--- src/rtl/vga_timing_gen.sv ---
// vga_timing_gen: parametrised VGA raster/sync generator with pixel divider and sync delay line.
// Define VGA_TIMING_GENLOCK_EN to add the restart (genlock) input.
module vga_timing_gen #(
    parameter int H_DISPLAY = 640,
    parameter int H_FRONT   = 16,
    parameter int H_SYNC    = 96,
    parameter int H_BACK    = 48,
    parameter int V_DISPLAY = 480,
    parameter int V_FRONT   = 10,
    parameter int V_SYNC    = 2,
    parameter int V_BACK    = 33,
    parameter int SYNC_POL  = 1,
    parameter int PIX_DIV   = 1,
    parameter int PIPE      = 1,
    parameter int FRAME_W   = 12
) (
    input  logic               clk,
    input  logic               reset,
`ifdef VGA_TIMING_GENLOCK_EN
    input  logic               restart,
`endif
    output logic               pix_ce,
    output logic [9:0]         hpos,
    output logic [9:0]         vpos,
    output logic               hsync,
    output logic               vsync,
    output logic               display_on,
    output logic               hblank,
    output logic               vblank,
    output logic               line_start,
    output logic               frame_start,
    output logic [FRAME_W-1:0] frame_count
);

    localparam int H_TOTAL = H_DISPLAY + H_FRONT + H_SYNC + H_BACK;
    localparam int V_TOTAL = V_DISPLAY + V_FRONT + V_SYNC + V_BACK;

    if (H_TOTAL > 1024 || V_TOTAL > 1024) begin : g_bad_total
        $error("vga_timing_gen: H_TOTAL and V_TOTAL must be <= 1024");
    end
    if (PIX_DIV < 1 || PIX_DIV > 16) begin : g_bad_div
        $error("vga_timing_gen: PIX_DIV must be 1..16");
    end
    if (PIPE < 0 || PIPE > 4) begin : g_bad_pipe
        $error("vga_timing_gen: PIPE must be 0..4");
    end

    localparam logic [9:0]  H_LAST   = 10'(H_TOTAL - 1);
    localparam logic [9:0]  V_LAST   = 10'(V_TOTAL - 1);
    localparam logic [10:0] H_DISP   = 11'(H_DISPLAY);
    localparam logic [10:0] HS_BEG   = 11'(H_DISPLAY + H_FRONT);
    localparam logic [10:0] HS_END   = 11'(H_DISPLAY + H_FRONT + H_SYNC);
    localparam logic [10:0] V_DISP   = 11'(V_DISPLAY);
    localparam logic [10:0] VS_BEG   = 11'(V_DISPLAY + V_FRONT);
    localparam logic [10:0] VS_END   = 11'(V_DISPLAY + V_FRONT + V_SYNC);
    localparam logic [3:0]  DIV_LAST = 4'(PIX_DIV - 1);
    localparam logic        POL      = (SYNC_POL != 0);

    logic [3:0]         div_q, div_d;
    logic [9:0]         hpos_q, hpos_d;
    logic [9:0]         vpos_q, vpos_d;
    logic [FRAME_W-1:0] frame_q, frame_d;
    logic               ce;
    logic               restart_w;

`ifdef VGA_TIMING_GENLOCK_EN
    assign restart_w = restart;
`else
    assign restart_w = 1'b0;
`endif

    always_comb begin
        ce      = (div_q == DIV_LAST);
        div_d   = ce ? 4'd0 : div_q + 4'd1;
        hpos_d  = hpos_q;
        vpos_d  = vpos_q;
        frame_d = frame_q;
        if (ce) begin
            if (hpos_q == H_LAST) begin
                hpos_d = 10'd0;
                if (vpos_q == V_LAST) begin
                    vpos_d  = 10'd0;
                    frame_d = frame_q + FRAME_W'(1);
                end else begin
                    vpos_d = vpos_q + 10'd1;
                end
            end else begin
                hpos_d = hpos_q + 10'd1;
            end
        end
        // Genlock overrides any wrap on the same edge, frame count included.
        if (restart_w) begin
            div_d   = 4'd0;
            hpos_d  = 10'd0;
            vpos_d  = 10'd0;
            frame_d = frame_q;
        end
    end

    always_ff @(posedge clk or posedge reset) begin
        if (reset) begin
            div_q   <= 4'd0;
            hpos_q  <= 10'd0;
            vpos_q  <= 10'd0;
            frame_q <= '0;
        end else begin
            div_q   <= div_d;
            hpos_q  <= hpos_d;
            vpos_q  <= vpos_d;
            frame_q <= frame_d;
        end
    end

    logic [10:0] hx, vx;
    logic [4:0]  raw, tap;

    assign hx  = {1'b0, hpos_q};
    assign vx  = {1'b0, vpos_q};
    assign raw = {(hx >= HS_BEG) && (hx < HS_END),
                  (vx >= VS_BEG) && (vx < VS_END),
                  (hx < H_DISP) && (vx < V_DISP),
                  (hx >= H_DISP),
                  (vx >= V_DISP)};

    // Delay line runs every clk so it tracks datapath stages, not pixels.
    if (PIPE == 0) begin : g_comb
        assign tap = raw;
    end else begin : g_pipe
        logic [4:0] stage_q [PIPE];
        always_ff @(posedge clk or posedge reset) begin
            if (reset) begin
                for (int i = 0; i < PIPE; i++) stage_q[i] <= 5'd0;
            end else begin
                stage_q[0] <= raw;
                for (int i = 1; i < PIPE; i++) stage_q[i] <= stage_q[i-1];
            end
        end
        assign tap = stage_q[PIPE-1];
    end

    assign pix_ce      = ce;
    assign hpos        = hpos_q;
    assign vpos        = vpos_q;
    assign frame_count = frame_q;
    assign hsync       = tap[4] ? POL : ~POL;
    assign vsync       = tap[3] ? POL : ~POL;
    assign display_on  = tap[2];
    assign hblank      = tap[1];
    assign vblank      = tap[0];
    assign line_start  = ce & (hpos_q == 10'd0);
    assign frame_start = line_start & (vpos_q == 10'd0);

endmodule

--- config.mk ---
export PLATFORM = sky130hd
export DESIGN_NAME = vga_timing_gen
export DESIGN_NICKNAME = d
export VERILOG_FILES = /design/src/rtl/vga_timing_gen.sv
export SDC_FILE = /design/constraint.sdc
export NUM_CORES = 1
export LEC_CHECK = 0
export BUFFER_PORTS_ARGS = -buffer_cell sky130_fd_sc_hd__buf_2
export CORE_UTILIZATION = 27
export DETAILED_ROUTE_END_ITERATION = 8
export PLACE_DENSITY = 0.53
export RECOVER_POWER = 50
export SLEW_MARGIN = 0
export SYNTH_ARGS = -nofsm -noshare
export SYNTH_HDL_FRONTEND = slang
export SYNTH_SLANG_ARGS = --single-unit
--- constraint.sdc ---
create_clock -name clk -period 2.5 [get_ports clk]
set_clock_uncertainty 0.2 [all_clocks]
set_input_delay 0.25 -clock clk [delete_from_list [all_inputs] [get_ports clk]]
set_output_delay 0.25 -clock clk [all_outputs]
set_load 0.005 [all_outputs]
## Yosys cells after proc, flatten, opt, wreduce, memory -nomap -nowiden

Cells that the tools add are included.

| storage, ports and cells | value |
|---|---|
| memory bits (read-only) | 0 |
| input port bits | 2 |
| memories kept | 0 |
| latch bits | 0 |
| flip-flop bits (word level) | 41 |
| output and inout bits | 40 |
| logic and storage cells | 34 |
| RAM bits | 0 |

| operators by class | value |
|---|---|
| reduce and logical (&&, ||, !) cells | 8 |
| bitwise operators | 2 |
| eq/ne operators | 2 |
| add/subtract/negate cells | 4 |
| $mul | 0 |
| divide/modulo/power cells | 0 |
| $lt $le $gt $ge | 8 |
| shift operators | 0 |
| multiplexer cells | 5 |

Operator list:

| kind | number |
|---|---|
| $add 10x1->10 const B | 2 |
| $eq 10x10->1 const B | 2 |
| $ge 10x10->1 const B | 2 |
| $ge 10x9->1 const B | 2 |
| $logic_not 10->1 | 2 |
| $lt 10x10->1 const B | 2 |
| $lt 10x9->1 const B | 2 |
| $mux 10 | 2 |
| $add 12x1->12 const B | 1 |
| $add 4x1->4 const B | 1 |
| $logic_not 4->1 | 1 |
| $mux 4 | 1 |
| $logic_and 1x1->1 | 3 |
| $reduce_and 3->1 | 1 |
| $and 1x1->1 | 2 |
| $mux 1 | 2 |
| $reduce_and 2->1 | 1 |

## Logic depth before layout (Yosys ltp)

Gate-level depths: netlist of run 1.

| depth | value |
|---|---|
| depth after elaboration | 3 |
| mapped depth | 9 |
| mapped depth without buffers | 7 |

## Least setup slack after synthesis of run 1

Ideal clock, no wire load.

| path | value |
|---|---|
| path kind | register to output |
| start point | register div_q[0] |
| end point | output port frame_start |
| arrival | 1.703 ns |
| data required time | 2.050 ns |
| stages on the path, launching flop included | 8 |
| path slack | 0.347 ns |
| buffers on the path | 1 |
| path through | dfrtp_1 -> inv_1 -> ha_1 -> or3b_1 -> buf_6 -> nor4b_1 -> and3_1 -> and4_1 |

| on the way | value |
|---|---|
| cells in the longest elaborated chain, start to end | 3 |

RTL lines:

| what | line | text |
|---|---|---|
| start: declaration | 59 | `logic [3:0] div_q, div_d;` |
| start signal: assignment | 107 | `div_q <= div_d;` |
| $logic_not 4->1 | 73 | `ce = (div_q == DIV_LAST);` |
| $and 1x1->1 | 150 | `assign line_start = ce & (hpos_q == 10'd0);` |
| net line_start | 30 | `output logic line_start,` |
| $and 1x1->1 | 151 | `assign frame_start = line_start & (vpos_q == 10'd0);` |
| end: declaration | 31 | `output logic frame_start,` |

The timed path passes the listed nets, and every way through them passes these cells.

## Worst setup path after layout of run 1

| path | value |
|---|---|
| start point | register div_q[0] |
| end point | output port frame_start |

| on the way | value |
|---|---|
| cells in the longest elaborated chain, start to end | 3 |

RTL lines:

| what | line |
|---|---|
| $logic_not 4->1 | 73 |
| $and 1x1->1 | 150 |
| $and 1x1->1 | 151 |

Every way passes these cells.

==> results.json, run 1 <==
{
  "yosys.area_share.adder": 0.04689,
  "synthSimpleGateAreaFrac": 0.2591,
  "ir_drop_uv": 261.7,
  "maxSlewHeadroom": 0.6527,
  "combPwrFrac": 0.013,
  "path_max_fanout": 3,
  "ctsRootBufferMaster": "clkbuf_8",
  "worstHoldPathCells": 1,
  "synth_top_cell_area_share": 0.4807,
  "power-per-cell-area_mw_per_mm2": 452.4,
  "cts_buffer_depth": 2,
  "topRoutingLayerUsed": "met4",
  "grt_pass1_vias": 1580,
  "p_seq_frac": 0.554,
  "clock-sinks": 41,
  "synth_top_family_by_area": "simple AND/OR/NAND/NOR gates",
  "synth-seq-cells": 41,
  "setup_tns_ns": 0,
  "yosysSeqAreaShare": 0.4807,
  "slowest_stage": "dfrtp_1",
  "synthTopCellsByCount": "dfrtp_1, inv_1, nand2_1, xor2_1, nand3_1",
  "synth_mux_area_frac": 0.005275,
  "routedWlPerCell_um": 13.19,
  "area_growth_pct": 23.86,
  "drt_first_pass_iters": 5,
  "fmax_ghz": 0.4103,
  "hold_end": "div_q[3]",
  "start_util": 0.2777,
  "power.leakage_nw": 1.312,
  "place_area_sq_mm": 0.002486,
  "fin_crit_ns": 2.437,
  "route.met2.wl_um": 2089,
  "reg2reg_depth": 8,
  "worstSetupStartpointType": "flip-flop",
  "coreArea_sq_mm": 0.007687,
  "gp_congestion": 0.7725,
  "synth_area_leader_cell": "dfrtp_1",
  "yosys_most_used_dff": "dfrtp_1",
  "syn_area_sq_mm": 0.002135,
  "drt-met1-wl_um": 2333,
  "drc": 0,
  "status": "completed",
  "r2r_end": "frame_count[11]",
  "maxCapViolCount": 0,
  "crit_required_ns": 2.05,
  "synth_compound_area_frac": 0.05627,
  "slew_violations": 0,
  "htreeDepth": 2,
  "grt_usage": 0.1239,
  "p_int_uw": 955.7,
  "first_iter_violations": 74,
  "cts_tree": "yes",
  "synthCells": 200,
  "ys_warn_count": 0,
  "antenna_found_initial": 0,
  "post-route-period-util": 0.9749,
  "ys_types": 41,
  "clk_pin_slew_worst_paths_ns": 0.07,
  "synth_fp_nets": 210,
  "synthArstFlopShare": 1.000,
  "slowest_delay_ns": 0.40,
  "r2r_setup_slack_ns": 0.20,
  "clk_latency_ns": 0.30,
  "p_switching_uw": 240.2,
  "hold_start": "div_q[3]",
  "end_kind": "output port",
  "die_w_um": 90.92,
  "hold_viol": 0,
  "routed_via_density": 4.666,
  "io_pins": 42,
  "hpwl_um": 3348,
  "grt_start_max_net_pins": 42,
  "dieArea_sq_mm": 0.008266,
  "ys_top_cells_by_area": "dfrtp_1, xor2_1, ha_1, xnor2_1, nand3_1",
  "synth_most_common_cell": "dfrtp_1",
  "synth-edff-count": 0,
  "chipHeight_um": 90.92,
  "num_rows": 32,
  "grt_pass1_wl_um": 8066,
  "worst_slew_pin_slew_ns": 0.5210,
  "met3_length_um": 220,
  "vias": 1661,
  "portBuffers": 41,
  "drive_gt1_frac": 0.3031,
  "timing_worst_setup_path_type": "flip-flop to output port",
  "numCtsBuffers": 5,
  "pwr-share-clk": 0.433,
  "crit_chain": "inv_2 > ha_4 > or3b_4 > nor4b_2 > and3_1 > and4_1 > buf_2",
  "syn_area_per_cell_sq_um": 10.67,
  "sw_frac_of_total": 0.2009,
  "synth_xor_area_frac": 0.09848,
  "gr-total-overflow": 0,
  "postRouteWirelength_um": 4694,
  "hold_class": "flip-flop to flip-flop",
  "finalNetCount": 264,
  "n_antenna_cell": 0,
  "rsz0062_at_grt": "yes",
  "ant_nets": 0,
  "finalSetupViolCount": 0,
  "design_area_sq_mm": 0.002644,
  "arrival_ns": 1.99,
  "r2r-start": "div_q[0]"
}
power groups by stage:
stage	sequential, mW	combinational, mW	clock, mW
floorplan	0.676	0.00974	0
global placement	0.676	0.0159	0
detailed placement	0.676	0.0161	0
CTS	0.662	0.0173	0.536
global route	0.663	0.0189	0.570
finish	0.663	0.0157	0.518
worst max-delay path: cells and delay by family (launching register included):
family	cells	cell delay [ns]
fa+ha+maj	1	0.11
simple gates	4	1.00
buf+inv	2	0.19
flops	1	0.40
registers in the layout, indices dropped and copies added (netlist names):
name            flops
hpos               10
div_q               4
frame_count        12
g_pipe.stage_q      5
vpos               10
through the flow:
| step | hold WS [ns] | utilization | instances | total power [mW] | setup WS (ns) |
|---|---|---|---|---|---|
| floorplan | 0.2391 | - | 200 | 0.6855 | 0.3465 |
| global placement | 0.2149 | 0.3234 | 345 | 0.6916 | 0.1993 |
| detailed placement | 0.2155 | 0.3234 | 345 | 0.6918 | 0.1326 |
| CTS | 0.2784 | 0.3413 | 355 | 1.216 | 0.01424 |
| global route | 0.3004 | 0.3439 | 356 | 1.252 | -0.007306 |
| finish | 0.2790 | 0.3439 | 356 | 1.196 | 0.06265 |
placed cells by master (no fill, tap or decap), types with 2 or more instances in the layout:
cell,count
buf_2,41
inv_1,13
and4_1,6
ha_1,7
a21oi_1,4
xor2_1,14
dfrtp_1,41
nand2_1,15
nor2_1,10
nand4_1,6
clkbuf_8,5
nor4_1,3
buf_4,11
nand3_1,12
nor4_4,2
xnor2_1,10
and3_1,4
nor3_2,5
o21ai_0,9
inv_2,2
nor3_1,8
what timing repair did:
action / 4_1_cts / 5_1_grt
resized for setup: 2 / 4
endpoints found under the hold margin: 41 / 0
pin swaps: 1 / 4
buffers inserted: 2 / 1
hold buffers: 1 / 0
setup endpoints to repair: 1 / 1
per-layer routing:
metal,vias up,track usage
met2,40,0.1881
met1,802,0.1732
met4,0,0.03175
met5,-,0
met3,6,0.03451
li1,813,-
cell families (layout without fill, tap and decap cells):
kind of cell             count (synthesis)  count (layout)
flip-flops                              41              41
multiplexers                             1               1
AO/OA/AOI/OAI                           20              20
XOR/XNOR                                24              24
buffers and inverters                   22              76
AND/OR/NAND/NOR                         84              84
adder cells (fa/ha/maj)                  8               8
layout make-up:
cell class                 count  area [sq um]
inverter                      16         72.57
timing repair buffer          53         297.8
sequential                    41          1026
tap                          102         127.6
clock buffer                   5         68.82
fill                         799          5044
clock inverter                 2         35.03
multi-input combinational    137          1016
how the worst max path moves through the flow:
stage              from               to  slack (ns)  cells past startpoint
2_1_floorplan  div_q[0]      frame_start        0.35                      7
3_3_place_gp   div_q[0]          vpos[4]        0.20                      8
3_5_place_dp   div_q[0]  frame_count[11]        0.13                      8
4_1_cts        div_q[0]      frame_start        0.01                      7
5_1_grt        div_q[0]      frame_start      -0.007                      7
6_report       div_q[0]      frame_start        0.06                      7
(Power assumes the default switching activity.)
==> inputs of run 2 (changes only) <==
--- a/config.mk
+++ b/config.mk
@@ -5,7 +5,9 @@
 export SDC_FILE = /design/constraint.sdc
 export NUM_CORES = 1
 export LEC_CHECK = 0
+export ABC_CLOCK_PERIOD_IN_PS = 2500
 export BUFFER_PORTS_ARGS = -buffer_cell sky130_fd_sc_hd__buf_2
+export CORE_ASPECT_RATIO = 1.2
 export CORE_UTILIZATION = 27
 export DETAILED_ROUTE_END_ITERATION = 8
 export PLACE_DENSITY = 0.53
==> results.json, run 2 (synthesis results as in run 1) <==
{
  "chipHeight_um": 99.40,
  "hold-worst-slack_ns": 0.2692,
  "clk_pin_slew_worst_paths_ns": 0.08,
  "io_pins": 42,
  "pwr-share-clk": 0.481,
  "coreArea_sq_mm": 0.007664,
  "rsz0062_at_grt": "yes",
  "hold_class": "flip-flop to flip-flop",
  "maxCapViolCount": 0,
  "worstSetupStartpointType": "flip-flop",
  "largest_reg_flops": 12,
  "post-route-period-util": 0.9829,
  "slowest_delay_ns": 0.38,
  "area_growth_pct": 23.74,
  "busiest_layer": "met2",
  "power-per-cell-area_mw_per_mm2": 494.7,
  "portBuffers": 41,
  "die_w_um": 83.17,
  "sw_frac_of_total": 0.1873,
  "layout_common_cells": "dfrtp_1, buf_2, nand2_1, inv_1, xor2_1",
  "grt_start_max_net_pins": 42,
  "combPwrFrac": 0.012,
  "instances_no_fill": 346,
  "slew_violations": 0,
  "postRouteWirelength_um": 4590,
  "end_kind": "output port",
  "p_int_mw": 1.062,
  "place_ws_ns": 0.1788,
  "crit_chain": "inv_1 > ha_1 > or3b_4 > nor4b_2 > and3_1 > and4_1 > buf_2",
  "grt_usage": 0.1183,
  "hold_viol": 0,
  "use_met2": 0.1980,
  "ant_nets": 0,
  "p_seq_frac": 0.507,
  "utilization": 0.3447,
  "design_area_sq_mm": 0.002641,
  "gr-total-overflow": 0,
  "finalPower_mw": 1.307,
  "place_area_sq_mm": 0.002459,
  "arrival_ns": 2.01,
  "crit_required_ns": 2.05,
  "finalSetupViolCount": 0,
  "num_rows": 35,
  "cts_buffer_depth": 2,
  "ir_drop_uv": 274.6,
  "timing_worst_setup_path_type": "flip-flop to output port",
  "path_max_fanout": 2,
  "grt_pass1_vias": 1581,
  "routed_via_density": 4.737,
  "drc": 0,
  "drt_first_pass_iters": 4,
  "status": "completed",
  "hpwl_um": 3371,
  "power.leakage_nw": 1.320,
  "slowest_stage": "dfrtp_1",
  "numCtsBuffers": 5,
  "gp_congestion": 0.7425,
  "grt_pass1_wl_um": 7817,
  "ctsRootBufferMaster": "clkbuf_8",
  "maxSlewHeadroom": 0.6458,
  "start_util": 0.2785,
  "antenna_found_initial": 0,
  "use_met1": 0.1486,
  "htreeDepth": 2,
  "worst_slew_pin_slew_ns": 0.5313,
  "cts_tree": "yes",
  "p_switching_uw": 244.8,
  "fin_crit_ns": 2.457,
  "n_antenna_cell": 0,
  "routedWlPerCell_um": 13.27,
  "finalNetCount": 263,
  "vias": 1639,
  "setup_tns_ns": 0,
  "clk_latency_ns": 0.30,
  "drive_gt1_frac": 0.2913,
  "dp.cells": 333,
  "fin_ws_ns": 0.04268,
  "fmax_ghz": 0.4069,
  "clock-sinks": 41,
  "dieArea_sq_mm": 0.008267,
  "met3_usage": 0.03071,
  "first_iter_violations": 47
}
==> run 2: cell types whose count changed in the layout (fill, tap and decap cells not counted) <==
cell,before,now
inv_2,2,0
inv_1,13,15
ha_4,1,0
ha_1,7,8
buf_4,11,10
bufinv_16,1,2
==> run 2: power groups by stage <==
stage                     clock, mW  sequential, mW  combinational, mW
after detailed placement          0           0.676             0.0163
after floorplan                   0           0.676            0.00974
after global placement            0           0.676             0.0160
final                         0.628           0.662             0.0159
after CTS                     0.650           0.662             0.0175
after global routing          0.679           0.663             0.0196
==> run 2: path summary, 6_finish.rpt <==
path	from	endpoint	slack, ns	cells past startpoint
hold reg to reg	frame_count[11]	frame_count[11]	0.27	1
hold / removal	frame_count[11]	frame_count[11]	0.27	1
min in group asynchronous	reset	frame_count[4]	0.42	4
setup / recovery	div_q[0]	frame_start	0.04	7
max in group asynchronous	reset	hpos[8]	1.31	4
setup reg to reg	div_q[0]	frame_count[8]	0.20	8
==> run 2: cell type report <==
class | count | area [sq um]
Fill cell | 772 | 5022
Inverter | 16 | 72.57
Sequential cell | 41 | 1026
Clock buffer | 5 | 68.82
Timing Repair Buffer | 52 | 290.3
Tap cell | 92 | 115.1
Multi-Input combinational cell | 137 | 1003
Clock inverter | 3 | 65.06
==> run 2: metal layers <==
metal / up-vias / wire [um]
met5: - / 0
met3: 6 / 220
met1: 783 / 2124
met4: 0 / 66
li1: 812 / -
met2: 38 / 2178
==> run 2: critical path, delay by kind of cell (launching register included) <==
kind	cells	cell delay, ns
AND/OR/NAND/NOR	4	1.03
flip-flops	1	0.38
buffers and inverters	2	0.17
adder cells (fa/ha/maj)	1	0.12
==> run 2: timing repair <==
action,4_1_cts,5_1_grt
hold buffers,1,0
pin swaps,1,3
resized for setup,2,0
setup endpoints to repair,1,1
setup buffers,3,1
hold endpoints to repair,41,0
==> inputs of run 3 (changes only) <==
--- a/config.mk
+++ b/config.mk
@@ -8,9 +8,9 @@
 export ABC_CLOCK_PERIOD_IN_PS = 2500
 export BUFFER_PORTS_ARGS = -buffer_cell sky130_fd_sc_hd__buf_2
 export CORE_ASPECT_RATIO = 1.2
-export CORE_UTILIZATION = 27
+export CORE_UTILIZATION = 45
 export DETAILED_ROUTE_END_ITERATION = 8
-export PLACE_DENSITY = 0.53
+export PLACE_DENSITY_LB_ADDON = 0.25
 export RECOVER_POWER = 50
 export SLEW_MARGIN = 0
 export SYNTH_ARGS = -nofsm -noshare
==> results.json, run 3 (synthesis results as in run 1) <==
{
  "dieArea_sq_mm": 0.005024,
  "htreeDepth": 2,
  "drc": 0,
  "p_int_uw": 858.8,
  "postRouteWirelength_um": 4469,
  "grt_usage": 0.1884,
  "rsz0062_at_grt": "yes",
  "coreArea_sq_mm": 0.004561,
  "maxCapViolCount": 0,
  "clock-sinks": 41,
  "drive_gt1_frac": 0.3023,
  "path_max_fanout": 2,
  "io_pins": 42,
  "gp_congestion": 0.8850,
  "ctsRootBufferMaster": "clkbuf_8",
  "cts_buffer_depth": 2,
  "grt_pass1_wl_um": 7327,
  "routedWlPerCell_um": 14.14,
  "finalNetCount": 267,
  "num_rows": 27,
  "crit_required_ns": 2.05,
  "timing_worst_setup_path_type": "flip-flop to output port",
  "hold-worst-slack_ns": 0.2839,
  "layout_common_cells": "dfrtp_1, buf_2, nand2_1, inv_1, xor2_1",
  "place_ws_ns": 0.07647,
  "die_w_um": 64.87,
  "slew_violations": 0,
  "status": "completed",
  "start_util": 0.4680,
  "portBuffers": 41,
  "hold_viol": 0,
  "maxSlewHeadroom": 0.6518,
  "setup_tns_ns": 0,
  "end_kind": "output port",
  "area_growth_pct": 21.98,
  "fin_crit_ns": 2.459,
  "crit_chain": "inv_1 > ha_1 > or3b_4 > nor4b_4 > and3_4 > and4_1 > buf_2",
  "place_area_sq_mm": 0.002424,
  "worstSetupStartpointType": "flip-flop",
  "largest_reg_flops": 12,
  "r2r-start": "div_q[0]",
  "hold_start": "div_q[3]",
  "fin_ws_ns": 0.04074,
  "drt_first_pass_iters": 4,
  "post-route-period-util": 0.9837,
  "p_seq_frac": 0.606,
  "hold_class": "flip-flop to flip-flop",
  "clk_latency_ns": 0.29,
  "numCtsBuffers": 5,
  "slowest_stage": "dfrtp_1",
  "clk_pin_slew_worst_paths_ns": 0.08,
  "antenna_found_initial": 0,
  "gr-total-overflow": 0,
  "cts_tree": "yes",
  "crit_family": "simple AND/OR/NAND/NOR gates",
  "ir_drop_uv": 270.5,
  "finalSetupViolCount": 0,
  "power.leakage_nw": 1.320,
  "ant_nets": 0,
  "combPwrFrac": 0.014,
  "routed_via_density": 5.285,
  "sw_frac_of_total": 0.2139,
  "vias": 1670,
  "first_iter_violations": 132,
  "worst_slew_pin_slew_ns": 0.5224,
  "design_area_sq_mm": 0.002604,
  "chipHeight_um": 77.45,
  "arrival_ns": 2.01,
  "slowest_delay_ns": 0.39,
  "n_antenna_cell": 0,
  "hpwl_um": 3169,
  "grt_start_max_net_pins": 42,
  "critPathLaunch": "div_q[0]",
  "path_buf_inv": 2,
  "grt_pass1_vias": 1567,
  "power-per-cell-area_mw_per_mm2": 419.6,
  "p_switching_uw": 233.7,
  "fmax_ghz": 0.4066,
  "pwr-share-clk": 0.379
}
-- run 3: changes by cell type in the layout (fill, tap and decap cells not counted), sizes merged --
| cell | before | now |
|---|---|---|
| clkinv | 2 | 3 |
| bufinv | 2 | 0 |
| buf | 51 | 55 |
| clkbuf | 5 | 6 |
-- run 3: per-stage QoR --
step | utilization | power [mW] | std cells
3_3_place_gp | 0.5314 | 0.6911 | 300
6_report | 0.5709 | 1.092 | 316
4_1_cts | 0.5602 | 1.113 | 313
2_1_floorplan | - | 0.6855 | 200
3_5_place_dp | 0.5314 | 0.6916 | 300
5_1_grt | 0.5709 | 1.142 | 316
-- run 3: area by class of cell --
type | count | area, sq um
fill | 406 | 1957
sequential | 41 | 1026
multi-input combinational | 137 | 1017
timing repair buffer | 56 | 332.8
clock buffer | 6 | 72.57
inverter | 16 | 72.57
tap | 58 | 72.57
clock inverter | 2 | 10.01
-- run 3: worst paths after layout --
path                                          end  cells past startpoint  slack, ns
worst max-delay path                  frame_start                      7       0.04
worst min-delay path                     div_q[3]                      1       0.28
worst max register to register    frame_count[11]                     10       0.11
worst min register to register           div_q[3]                      1       0.28
max in group asynchronous                 hpos[6]                      4       1.31
min in group asynchronous       g_pipe.stage_q[1]                      4       0.43
-- run 3: timing repair --
item / in CTS / in global routing
endpoints found under the setup margin: 2 / 8
hold buffers: 1 / 0
gates resized for setup: 2 / 2
endpoints found under the hold margin: 41 / 0
pin swaps: 2 / 2
buffers inserted: 4 / 3
-- run 3: routing by layer --
layer  wire length (um)  global-route usage
met3                174             0.04853
met4                110             0.07556
met2               2198              0.3052
met1               1985              0.2361
met5                  0                   0
-- run 3: power by group through the flow --
stage / logic (mW) / registers, mW / clock network [mW]
CTS: 0.0171 / 0.662 / 0.434
detailed placement: 0.0159 / 0.676 / 0
global route: 0.0189 / 0.662 / 0.460
global placement: 0.0154 / 0.676 / 0
floorplan: 0.00974 / 0.676 / 0
finish: 0.0158 / 0.663 / 0.414
